===== config.mk =====
export PLATFORM = sky130hd
export DESIGN_NAME = uart_tx_serializer_flat
export DESIGN_NICKNAME = d
export VERILOG_FILES = /design/src/rtl/uart_tx_serializer_if.sv /design/src/rtl/uart_tx_serializer.sv /design/src/flat_wrapper.sv
export SDC_FILE = /design/constraint.sdc
export NUM_CORES = 1
export LEC_CHECK = 0
export CAP_MARGIN = 20
export CORE_MARGIN = 1.5
export CORE_UTILIZATION = 50
export DETAILED_ROUTE_END_ITERATION = 16
export PLACE_DENSITY_LB_ADDON = 0.12
export SETUP_SLACK_MARGIN = 0.2
export SLEW_MARGIN = 30
export SYNTH_ARGS = -nofsm -noshare
export SYNTH_HDL_FRONTEND = slang
export SYNTH_SLANG_ARGS = --single-unit

===== constraint.sdc =====
create_clock -name clk -period 3.6 [get_ports clk]
set_input_delay 0.72 -clock clk [delete_from_list [all_inputs] [get_ports clk]]
set_output_delay 0.72 -clock clk [all_outputs]
set_load 0.05 [all_outputs]

===== src/rtl/uart_tx_serializer_if.sv =====
// Purpose: byte handshake and frame-format bundle between a byte source and the UART serializer.
// Latency: none, wires only.
// Backpressure: tx_ready (slave -> master) gates every byte; config is sampled with the byte.
// Ports (per modport):
//   master: drives tx_data, tx_valid, data_bit_num, stop_bit_num, parity_en, parity_type; reads tx_ready
//   slave : reads the above; drives tx_ready
interface uart_tx_serializer_if;
  logic [7:0] tx_data;
  logic       tx_valid;
  logic       tx_ready;
  logic [1:0] data_bit_num;  // 00=5 .. 11=8 data bits
  logic       stop_bit_num;  // 0=1 stop bit, 1=2 stop bits
  logic       parity_en;
  logic       parity_type;   // 0=even, 1=odd

  modport master (
    output tx_data, tx_valid, data_bit_num, stop_bit_num, parity_en, parity_type,
    input  tx_ready
  );

  modport slave (
    input  tx_data, tx_valid, data_bit_num, stop_bit_num, parity_en, parity_type,
    output tx_ready
  );
endinterface


===== src/rtl/uart_tx_serializer.sv =====
// Purpose: UART transmit framer: start, 5-8 data bits LSB first, optional parity, 1-2 stop bits.
// Latency: start bit appears on tx the edge a byte is accepted; frame = (1+N+P+S)*CLKS_PER_BIT cycles.
// Backpressure: tx_ready only when idle and synchronized cts_n is low; a started frame always completes.
// Ports:
//   clk, reset_n       : clock, asynchronous active-low reset
//   bus (slave)        : tx_data/tx_valid/tx_ready handshake plus frame format, sampled on accept
//   cts_n              : clear-to-send from the receiver, asynchronous, active-low
//   tx, tx_busy        : serial line (idle high), frame in progress
//   tx_done            : high during the final clock of the last stop bit
module uart_tx_serializer #(
  parameter int CLKS_PER_BIT = 16
) (
  input  logic                       clk,
  input  logic                       reset_n,
  uart_tx_serializer_if.slave        bus,
  input  logic                       cts_n,
  output logic                       tx,
  output logic                       tx_busy,
  output logic                       tx_done
);

  localparam int               CNT_W    = (CLKS_PER_BIT > 2) ? $clog2(CLKS_PER_BIT) : 1;
  localparam logic [CNT_W-1:0] CNT_LAST = CNT_W'(CLKS_PER_BIT - 1);

  typedef enum logic [2:0] {
    S_IDLE,
    S_START,
    S_DATA,
    S_PARITY,
    S_STOP
  } state_e;

  state_e           state_q, state_d;
  logic [CNT_W-1:0] baud_q, baud_d;
  logic [2:0]       idx_q, idx_d;
  logic             tx_q, tx_d;
  logic             busy_q, busy_d;

  // Frame contents captured at acceptance; inputs are ignored afterwards.
  logic [7:0]       data_q;
  logic [1:0]       nbits_q;
  logic             stop2_q;
  logic             par_en_q;
  logic             par_odd_q;

  logic             cts_meta_q, cts_s_q;
  logic             ready;
  logic             accept;
  logic             load;
  logic             bit_end;
  logic [2:0]       idx_nxt;
  logic [2:0]       data_last;
  logic [2:0]       stop_last;
  logic             par_bit;

  // Two-flop synchronizer, preset high so nothing is accepted until cts_n is seen low.
  always_ff @(posedge clk or negedge reset_n) begin
    if (!reset_n) begin
      cts_meta_q <= 1'b1;
      cts_s_q    <= 1'b1;
    end else begin
      cts_meta_q <= cts_n;
      cts_s_q    <= cts_meta_q;
    end
  end

  assign ready        = (state_q == S_IDLE) & ~cts_s_q;
  assign bus.tx_ready = ready;
  assign accept       = bus.tx_valid & ready;

  assign bit_end   = (baud_q == CNT_LAST);
  assign idx_nxt   = idx_q + 3'd1;
  // Index of the last data bit: N-1 = 4 + data_bit_num.
  assign data_last = {1'b1, nbits_q};
  assign stop_last = {2'b00, stop2_q};

  // Parity over only the bits actually sent; odd parity inverts the even result.
  always_comb begin
    par_bit = par_odd_q;
    for (int i = 0; i < 8; i++) begin
      if (3'(i) <= data_last) begin
        par_bit = par_bit ^ data_q[i];
      end
    end
  end

  always_comb begin
    state_d = state_q;
    baud_d  = baud_q;
    idx_d   = idx_q;
    tx_d    = tx_q;
    busy_d  = busy_q;
    load    = 1'b0;

    if (state_q != S_IDLE) begin
      baud_d = bit_end ? '0 : baud_q + CNT_W'(1);
    end

    // tx_d is the value for the next bit period, so tx is a clean register output.
    case (state_q)
      S_IDLE: begin
        if (accept) begin
          state_d = S_START;
          baud_d  = '0;
          idx_d   = '0;
          tx_d    = 1'b0;
          busy_d  = 1'b1;
          load    = 1'b1;
        end
      end
      S_START: begin
        if (bit_end) begin
          state_d = S_DATA;
          idx_d   = '0;
          tx_d    = data_q[0];
        end
      end
      S_DATA: begin
        if (bit_end) begin
          idx_d = '0;
          if (idx_q != data_last) begin
            idx_d = idx_nxt;
            tx_d  = data_q[idx_nxt];
          end else if (par_en_q) begin
            state_d = S_PARITY;
            tx_d    = par_bit;
          end else begin
            state_d = S_STOP;
            tx_d    = 1'b1;
          end
        end
      end
      S_PARITY: begin
        if (bit_end) begin
          state_d = S_STOP;
          idx_d   = '0;
          tx_d    = 1'b1;
        end
      end
      S_STOP: begin
        if (bit_end) begin
          if (idx_q == stop_last) begin
            state_d = S_IDLE;
            idx_d   = '0;
            busy_d  = 1'b0;
            tx_d    = 1'b1;
          end else begin
            idx_d = idx_nxt;
          end
        end
      end
      default: begin
        state_d = S_IDLE;
        baud_d  = '0;
        idx_d   = '0;
        tx_d    = 1'b1;
        busy_d  = 1'b0;
      end
    endcase
  end

  always_ff @(posedge clk or negedge reset_n) begin
    if (!reset_n) begin
      state_q <= S_IDLE;
      baud_q  <= '0;
      idx_q   <= '0;
      tx_q    <= 1'b1;
      busy_q  <= 1'b0;
    end else begin
      state_q <= state_d;
      baud_q  <= baud_d;
      idx_q   <= idx_d;
      tx_q    <= tx_d;
      busy_q  <= busy_d;
    end
  end

  always_ff @(posedge clk or negedge reset_n) begin
    if (!reset_n) begin
      data_q    <= '0;
      nbits_q   <= '0;
      stop2_q   <= 1'b0;
      par_en_q  <= 1'b0;
      par_odd_q <= 1'b0;
    end else if (load) begin
      data_q    <= bus.tx_data;
      nbits_q   <= bus.data_bit_num;
      stop2_q   <= bus.stop_bit_num;
      par_en_q  <= bus.parity_en;
      par_odd_q <= bus.parity_type;
    end
  end

  assign tx      = tx_q;
  assign tx_busy = busy_q;
  // Combinational from registers so it is exactly the last cycle of the last stop bit.
  assign tx_done = (state_q == S_STOP) & bit_end & (idx_q == stop_last);

endmodule

===== src/flat_wrapper.sv =====
// flat-port wrapper written by rule: the top's interface ports become plain ports
module uart_tx_serializer_flat 
#(
  parameter int CLKS_PER_BIT = 16
)
  (clk, reset_n, cts_n, tx, tx_busy, tx_done, bus_tx_data, bus_tx_valid, bus_data_bit_num, bus_stop_bit_num, bus_parity_en, bus_parity_type, bus_tx_ready);
  uart_tx_serializer_if bus_i ();
  input  logic clk;
  input  logic reset_n;
  input  logic cts_n;
  output logic tx;
  output logic tx_busy;
  output logic tx_done;
  input wire logic [$bits(bus_i.tx_data)-1:0] bus_tx_data;
  input wire logic [$bits(bus_i.tx_valid)-1:0] bus_tx_valid;
  input wire logic [$bits(bus_i.data_bit_num)-1:0] bus_data_bit_num;
  input wire logic [$bits(bus_i.stop_bit_num)-1:0] bus_stop_bit_num;
  input wire logic [$bits(bus_i.parity_en)-1:0] bus_parity_en;
  input wire logic [$bits(bus_i.parity_type)-1:0] bus_parity_type;
  output wire logic [$bits(bus_i.tx_ready)-1:0] bus_tx_ready;
  assign bus_i.tx_data = bus_tx_data;
  assign bus_i.tx_valid = bus_tx_valid;
  assign bus_i.data_bit_num = bus_data_bit_num;
  assign bus_i.stop_bit_num = bus_stop_bit_num;
  assign bus_i.parity_en = bus_parity_en;
  assign bus_i.parity_type = bus_parity_type;
  assign bus_tx_ready = bus_i.tx_ready;
  uart_tx_serializer #(.CLKS_PER_BIT(CLKS_PER_BIT)) u_core (.clk(clk), .reset_n(reset_n), .bus(bus_i), .cts_n(cts_n), .tx(tx), .tx_busy(tx_busy), .tx_done(tx_done));
endmodule

==> results of run 1 <==
cell families (layout without fill, tap and decap cells):
| logic type | count (synthesis) | in the layout | synth area share |
|---|---|---|---|
| AND/OR/NAND/NOR | 44 | 44 | 0.149 |
| flip-flops | 27 | 27 | 0.450 |
| multiplexers | 19 | 19 | 0.153 |
| AO/OA/AOI/OAI | 29 | 29 | 0.137 |
| buffers and inverters | 7 | 26 | 0.0240 |
| XOR/XNOR | 12 | 12 | 0.0697 |
| adder cells (fa/ha/maj) | 2 | 2 | 0.0166 |
stage by stage:
stage,utilization,power (mW),cells,setup slack (ps)
after floorplan,-,0.982,140,1300
after global placement,0.614,1.09,186,956
after detailed placement,0.614,1.11,186,904
after CTS,0.624,1.25,190,520
after global routing,0.624,1.32,190,386
final,0.624,1.23,190,509
power by group through the flow:
stage / logic [mW] / registers (mW) / clock network (mW)
after CTS: 0.551 / 0.554 / 0.141
after detailed placement: 0.550 / 0.562 / 0
final: 0.547 / 0.556 / 0.129
after global routing: 0.597 / 0.570 / 0.150
after global placement: 0.538 / 0.547 / 0
after floorplan: 0.458 / 0.525 / 0
cells in the final DEF, fill, tap and decap left out, types with 2 or more instances in the layout:
master,synthesis,routed
nand2b_1,6,6
nand3_1,7,7
o21bai_1,4,4
nor2_1,8,8
ha_1,2,2
nand2_1,9,9
nand4_1,2,2
or3_1,2,2
xnor2_1,10,10
dfstp_2,3,3
mux4_2,2,2
nor3_1,4,4
mux2i_1,4,4
clkbuf_4,0,3
a21o_1,2,2
clkdlybuf4s50_1,0,20
dfrtp_1,24,24
o22ai_1,2,2
a21oi_1,6,6
xor2_1,2,2
a21boi_0,2,2
o21ai_0,4,4
mux2_2,13,13
registers in the layout, indices dropped and copies added (netlist names), 2 cells and up:
name,cells
u_core.baud_q,4
u_core.data_q,8
u_core.idx_q,3
u_core.nbits_q,2
u_core.state_q,3
metal layers:
metal,vias up,GRT usage,routed length (um)
met2,22,0.341,1490
li1,547,-,-
met4,0,0.0598,16
met5,-,0,0
met3,2,0.0268,92
met1,551,0.249,1270
path summary, 6_finish.rpt:
| path | slack [ps] | cells past startpoint | endpoint | from |
|---|---|---|---|---|
| setup / recovery | 510 | 4 | tx_done | u_core.state_q[0] |
| hold / removal | 370 | 0 | u_core.cts_s_q | u_core.cts_meta_q |
| setup reg to reg | 1610 | 5 | u_core.tx | u_core.state_q[2] |
| hold reg to reg | 370 | 0 | u_core.cts_s_q | u_core.cts_meta_q |
| max in group asynchronous | 2550 | 2 | u_core.cts_meta_q | reset_n |
| min in group asynchronous | 750 | 2 | u_core.state_q[1] | reset_n |
final cells by class:
class                           count  area share
Clock buffer                        4      0.0150
Sequential cell                    27       0.388
Tap cell                           31      0.0222
Timing Repair Buffer               21       0.119
Multi-Input combinational cell    106       0.454
Inverter                            1     0.00215
worst max-delay path, stage by stage, from the launching register on:
cell and delay, ps:
dfrtp_1 550, nor2_1 460, nand2_1 100, nor2_1 120, clkdlybuf4s50_1 810
==> impl_metrics.ini, run 1 <==
[run_status]
status = complete, no violations

[sta]
worst_slew_pin_slew_ps = 573
hold_viol = 0
fmaxAchievable_mhz = 324
hold_slack_ps = 366
grt_setup_unrepaired = no
slew_headroom = 0.617
post-route-period-util = 0.858
min_period_ps = 3090
setup_viol_count_final = 0
slew_viol_final = 0
fin_worst_skew_ps = 3.52
setup_tns_ps = 0

[global_route]
antenna_found_initial = 0
grt_pass1_wl_um = 5040
grt-ovfl-total = 0
grt_pass1_vias = 1111
grt_max_degree = 28
grt_usage = 0.194

[logic_synthesis]
synth_edf_count = 0
netlist_area_sq_um = 1510
synth_most_common_cell = dfrtp_1
ys.flop_type = dfrtp_1
yosys-top-cells-count = dfrtp_1 (24), mux2_2 (13), xnor2_1 (10), nand2_1 (9), nor2_1 (8)
syn_inst = 140
synth-seq-area-share = 0.450
yosys.area.top_type_share = 0.398
ys_ff_latch = 27
async_flop_share = 1.00
synth_top_cell_by_area = dfrtp_1
synthTopCellsByArea = dfrtp_1 (40%), mux2_2 (9.7%), xnor2_1 (5.8%)
avgSynthCellArea_sq_um = 10.8
synth_cell_types = 40
syn-num-nets = 159
yosysWarnings = 0

[clocking]
cts_resized = 0
clock-root-buffer = clkbuf_4
cts_buffer_depth = 2
clock_latency_ps = 320
post_cts_buffers = 0
cts.sinks = 27
htreeDepth = 1
numCtsBuffers = 3
cts_tree = built
clk_pin_slew_ps = 140
cts_hold_buffers = 0

[layout]
fillers = 244
multi_input_area_sq_um = 793
layout.nets = 179
final_area_sq_um = 1750
antennaDiodeCount = 0
area_growth_pct = 15.9
regArea_sq_um = 679
drive_above_1_share = 0.157

[place]
port_buffers = 20
gp_congestion = 0.840
dpl.hpwl_um = 2180
post_dp_cell_area_sq_um = 1720

[setup_path]
cp.required_ps = 2880
cp_max_fo = 14
worstPathArrival_ps = 2370
crit_path_end_kind = output pin
cp-start-kind = flop
worstSetupPathType = reg2out

[floorplan]
dieWidth_um = 57.9
rows = 19
dieArea_sq_um = 3360
dieHeight_um = 57.9
pin_count = 21
start_util = 0.538
core_sq_um = 2810

[detailed_routing]
first_iter_violations = 28
vias = 1122
dr.pass1.iters = 4
antenna_left = 0
routedWlPerCell_um = 15.1
routed_via_density = 5.91
wl_um = 2870
drc_errors = 0

[power]
powerDensity_nw_per_um2 = 704
switching_share = 0.380
power_switching_mw = 0.468
combPwrFrac = 0.444
sequentialPowerShare = 0.451
leakage_nw = 0.716
clockPowerShare = 0.105
intPower_mw = 0.764
vdd_drop_max_v = 0.000403

[run]
cap_viol_max_count = 0

[min_path]
hp-class = reg2reg
No activity file was read; power rests on OpenSTA's default activity.
==> run 2: changes to the inputs <==
ABC_AREA = 1   (was unset)
==> run 2 against run 1 <==
  * Highest routed layer unchanged
  * Sequential share of layout area is 0.57 points lower
  * Die area is 0.24% higher
  * Count of clock-buffer cells in the layout stayed put
==> impl_metrics.ini, run 2 <==
[sta]
hold_viol = 0
worst_slew_pin_slew_ps = 498
setup_tns_ps = 0
grt_setup_unrepaired = no
hold_slack_ps = 370
post-route-period-util = 0.900
fin_worst_skew_ps = 9.33
fmaxAchievable_mhz = 309
slew_viol_final = 0
min_period_ps = 3240
slew_headroom = 0.667
setup_viol_count_final = 0

[floorplan]
core_sq_um = 2810
pin_count = 21
dieArea_sq_um = 3360
dieHeight_um = 58.0
start_util = 0.539
dieWidth_um = 58.0
rows = 19

[detailed_routing]
dr.pass1.iters = 4
drc_errors = 0
routed_via_density = 5.32
vias = 1265
wl_um = 2940
first_iter_violations = 20
antenna_left = 0
routedWlPerCell_um = 12.3

[global_route]
grt_pass1_wl_um = 5300
grt_max_degree = 28
grt_pass1_vias = 1272
grt_usage = 0.204
grt-ovfl-total = 0
antenna_found_initial = 0

[clocking]
clk_pin_slew_ps = 140
cts_resized = 0
htreeDepth = 1
cts.sinks = 27
numCtsBuffers = 3
cts_hold_buffers = 0
clock_latency_ps = 320
cts_buffer_depth = 2
cts_tree = built
clock-root-buffer = clkbuf_4
post_cts_buffers = 0

[setup_path]
worst_path_largest_cell_delay_ps = 840
crit_cells = 6
r2r-start = u_core.state_q[1]
cp-startpoint = u_core.baud_q[0]
cp-start-kind = flop
r2r_cells = 10
slowest_stage = clkdlybuf4s50_1
path_cells = ha_1, nand2_1, nor2_1, inv_1, nor4_1, clkdlybuf4s50_1
cpLargestDelayFamily = buffers and inverters
worstPathArrival_ps = 2520
cp_max_fo = 4
r2r_setup_slack_ps = 1920
cp-endpoint = tx_done
cp.required_ps = 2880
worstSetupPathType = reg2out
crit_path_end_kind = output pin
crit_buf_inv = 2
regToRegEndpoint = u_core.state_q[1]

[layout]
final_common_cell = nand2_1
fillers = 251
final_cells = 238
layout.nets = 227
area_growth_pct = 17.4
largest_reg_flops = 8
regMostFlops = u_core.data_q
drive_above_1_share = 0.130
antennaDiodeCount = 0
most-common-layout-cells = nand2_1 (36), inv_1 (26), dfrtp_1 (24)
top_regs = u_core.data_q (8), u_core.baud_q (4)

[power]
clockPowerShare = 0.085
combPwrFrac = 0.547
switching_share = 0.472
intPower_mw = 0.810
vdd_drop_max_v = 0.000383
powerDensity_nw_per_um2 = 865
power_switching_mw = 0.725
leakage_nw = 0.867
sequentialPowerShare = 0.369

[logic_synthesis]
syn_inst = 184
yosys.area.top_type_share = 0.397
synth_most_common_cell = nand2_1
synth-seq-area-share = 0.449
netlist_area_sq_um = 1510
synth_top_cell_by_area = dfrtp_1
syn-num-nets = 203
synthTopCellsByArea = dfrtp_1 (40%), nand2_1 (8.9%), a21oi_1 (7.3%)
avgSynthCellArea_sq_um = 8.22
ys_ff_latch = 27
synth_cell_types = 30
ys.flop_type = dfrtp_1
async_flop_share = 1.00
yosysWarnings = 0
yosys-top-cells-count = nand2_1 (36), inv_1 (26), dfrtp_1 (24), a21oi_1 (22), nor2_1 (14)
synth_edf_count = 0

[run_status]
status = complete, no violations

[place]
port_buffers = 20
dp_cells = 234
gp_congestion = 0.910
dpl.hpwl_um = 2230

[run]
cap_viol_max_count = 0

[min_path]
hp-class = reg2reg
run 2: changes by cell type in the layout (fill, tap and decap cells not counted), sizes merged, moves of 4 or more:
cell	delta
xnor2	-8
nand2	+31
inv	+28
mux2	-9
nor2	+9
o21ai	+5
nand3	+6
o21bai	-4
a21oi	+18
nand2b	-6
mux2i	-4
run 2: how the worst min path moves through the flow:
stage	from	end	slack, ps	cells after the start
after global placement	u_core.cts_meta_q	u_core.cts_s_q	350	0
after CTS	u_core.cts_meta_q	u_core.cts_s_q	370	0
final	u_core.cts_meta_q	u_core.cts_s_q	370	0
after detailed placement	u_core.cts_meta_q	u_core.cts_s_q	350	0
after floorplan	u_core.cts_meta_q	u_core.cts_s_q	350	0
after global routing	u_core.cts_meta_q	u_core.cts_s_q	380	0
run 2: per-layer routing:
metal,part of all wire,vias to the layer above,track usage
li1,-,644,-
met1,0.50,598,0.270
met2,0.46,19,0.352
met3,0.026,4,0.0268
met4,0.012,0,0.0532
met5,0,-,0
run 2: final cells by class:
type	instances	area, sq um	share of cell area
repair buffers	21	208	0.117
multi-input cells	126	712	0.401
inverters	29	111	0.0627
well taps	31	38.8	0.0218
clock buffers	4	26.3	0.0148
flip-flops and latches	27	679	0.383
run 2: metrics by stage:
step / area (sq um) / total power [mW] / utilization / setup slack (ps)
after floorplan: 1510 / 1.22 / - / 442
after CTS: 1780 / 1.55 / 0.633 / 365
after detailed placement: 1750 / 1.41 / 0.624 / 748
after global routing: 1780 / 1.70 / 0.633 / 219
after global placement: 1750 / 1.38 / 0.624 / 825
final: 1780 / 1.54 / 0.633 / 359
run 2: cell families (layout without fill, tap and decap cells):
logic type,after synthesis,after routing,share of synthesized area
AO/OA/AOI/OAI,41,41,0.164
flip-flops,27,27,0.449
buffers and inverters,31,54,0.0802
XOR/XNOR,3,3,0.0174
AND/OR/NAND/NOR,76,76,0.243
adder cells (fa/ha/maj),2,2,0.0165
multiplexers,4,4,0.0298
run 2: power groups by stage:
stage	logic, mW	registers (mW)	clock network, mW
after floorplan	0.646	0.575	0
after global placement	0.820	0.562	0
after detailed placement	0.844	0.570	0
after CTS	0.848	0.564	0.135
after global routing	0.967	0.585	0.147
final	0.839	0.566	0.130
==> run 3: changes to the inputs <==
CORE_MARGIN = unset   (was 1.5)
==> run 3 against run 2 <==
  * Via count decreased by 0.79%
  * Sequential power decreased by 0.7%
  * Clock skew decreased by 5.1 ps
  * Critical endpoint unchanged
  * Clock power about the same
  * Worst setup slack got worse by 27 ps
==> impl_metrics.ini, run 3 (synthesis gave the netlist of run 2 again) <==
[clocking]
clock_latency_ps = 320
htreeDepth = 1
clock-root-buffer = clkbuf_4
cts_buffer_depth = 2
cts.sinks = 27
cts_tree = built
numCtsBuffers = 3
post_cts_buffers = 0
cts_hold_buffers = 0
clk_pin_slew_ps = 140
cts_resized = 0

[power]
powerDensity_nw_per_um2 = 867
leakage_nw = 0.867
power_mw = 1.54
vdd_drop_max_v = 0.000463

[floorplan]
start_util = 0.539
dieHeight_um = 57.0
dieArea_sq_um = 3250
dieWidth_um = 57.0
core_sq_um = 2810
pin_count = 21
rows = 19

[sta]
worst_slew_pin_slew_ps = 496
fmaxAchievable_mhz = 306
slew_headroom = 0.668
fin_worst_skew_ps = 4.25
grt_setup_unrepaired = no
setup_tns_ps = 0
slew_viol_final = 0
setup_viol_count_final = 0
min_period_ps = 3270
hold_viol = 0
post-route-period-util = 0.908

[layout]
top_regs = u_core.data_q (8), u_core.baud_q (4)
antennaDiodeCount = 0
final_area_sq_um = 1780
layout.nets = 227
drive_above_1_share = 0.130
most-common-layout-cells = nand2_1 (36), inv_1 (26), dfrtp_1 (24)
final_common_cell = nand2_1
regMostFlops = u_core.data_q
largest_reg_flops = 8
area_growth_pct = 17.4

[detailed_routing]
drc_errors = 0
routedWlPerCell_um = 12.0
first_iter_violations = 66
routed_via_density = 5.27
dr.pass1.iters = 4
wl_um = 2850
antenna_left = 0
vias = 1255

[global_route]
grt-ovfl-total = 0
grt_pass1_vias = 1173
grt_usage = 0.203
antenna_found_initial = 0
grt_max_degree = 28
grt_pass1_wl_um = 5130

[setup_path]
worstPathArrival_ps = 2550
r2r_cells = 10
regToRegEndpoint = u_core.state_q[2]
worstSetupPathType = reg2out
cp_max_fo = 4
cp-startpoint = u_core.baud_q[0]
r2r-start = u_core.state_q[1]
cp-start-kind = flop
crit_path_end_kind = output pin
r2r_setup_slack_ps = 1940
cp.required_ps = 2880

[min_path]
min_from = u_core.cts_meta_q
hp-class = reg2reg
min_to = u_core.cts_s_q
holdPathStages = 0

[run]
cap_viol_max_count = 0

[place]
gp_congestion = 0.894
post_dp_cell_area_sq_um = 1750
port_buffers = 20
dpl.hpwl_um = 2170

[run_status]
status = complete, no violations
-- run 3: critical path, stage by stage, from the launching register on --
cell and delay [ps]:
dfrtp_1 410, ha_1 190, nand2_1 70, nor2_1 310, inv_1 150, nor4_1 240, clkdlybuf4s50_1 850
-- run 3: worst max path at each step --
stage / end / cells past startpoint
final: tx_done / 6
after detailed placement: tx_done / 6
after floorplan: tx_done / 5
after global routing: tx_done / 6
after CTS: tx_done / 6
after global placement: tx_done / 6
-- run 3: final cells by class --
class                      instances  area, sq um
fill                             245         1030
multi-input combinational        126          712
sequential                        27          679
timing repair buffer              21          208
inverter                          29          111
tap                               31         38.8
clock buffer                       4         26.3
-- run 3: where the power goes --
part	total [mW]	internal, mW	switching [mW]
clock network	0.132	0.0434	0.0886
registers	0.562	0.437	0.125
logic	0.845	0.330	0.515
total	1.54	0.811	0.729
-- run 3: stage by stage --
step | utilization | hold slack, ps | cells | setup WS (ps)
global route | 0.633 | 377 | 238 | 225
finish | 0.633 | 369 | 238 | 332
CTS | 0.633 | 371 | 238 | 343
global placement | 0.624 | 349 | 234 | 826
detailed placement | 0.624 | 348 | 234 | 755
floorplan | - | 345 | 184 | 442
-- run 3: metal layers --
metal  share of wire  global-route usage  vias up  wire, um
met5               0                   0        -         0
li1                -                   -      650         -
met4           0.013              0.0801        0        37
met2            0.46               0.316       23      1320
met3           0.034              0.0227        4        97
met1            0.49               0.294      578      1390
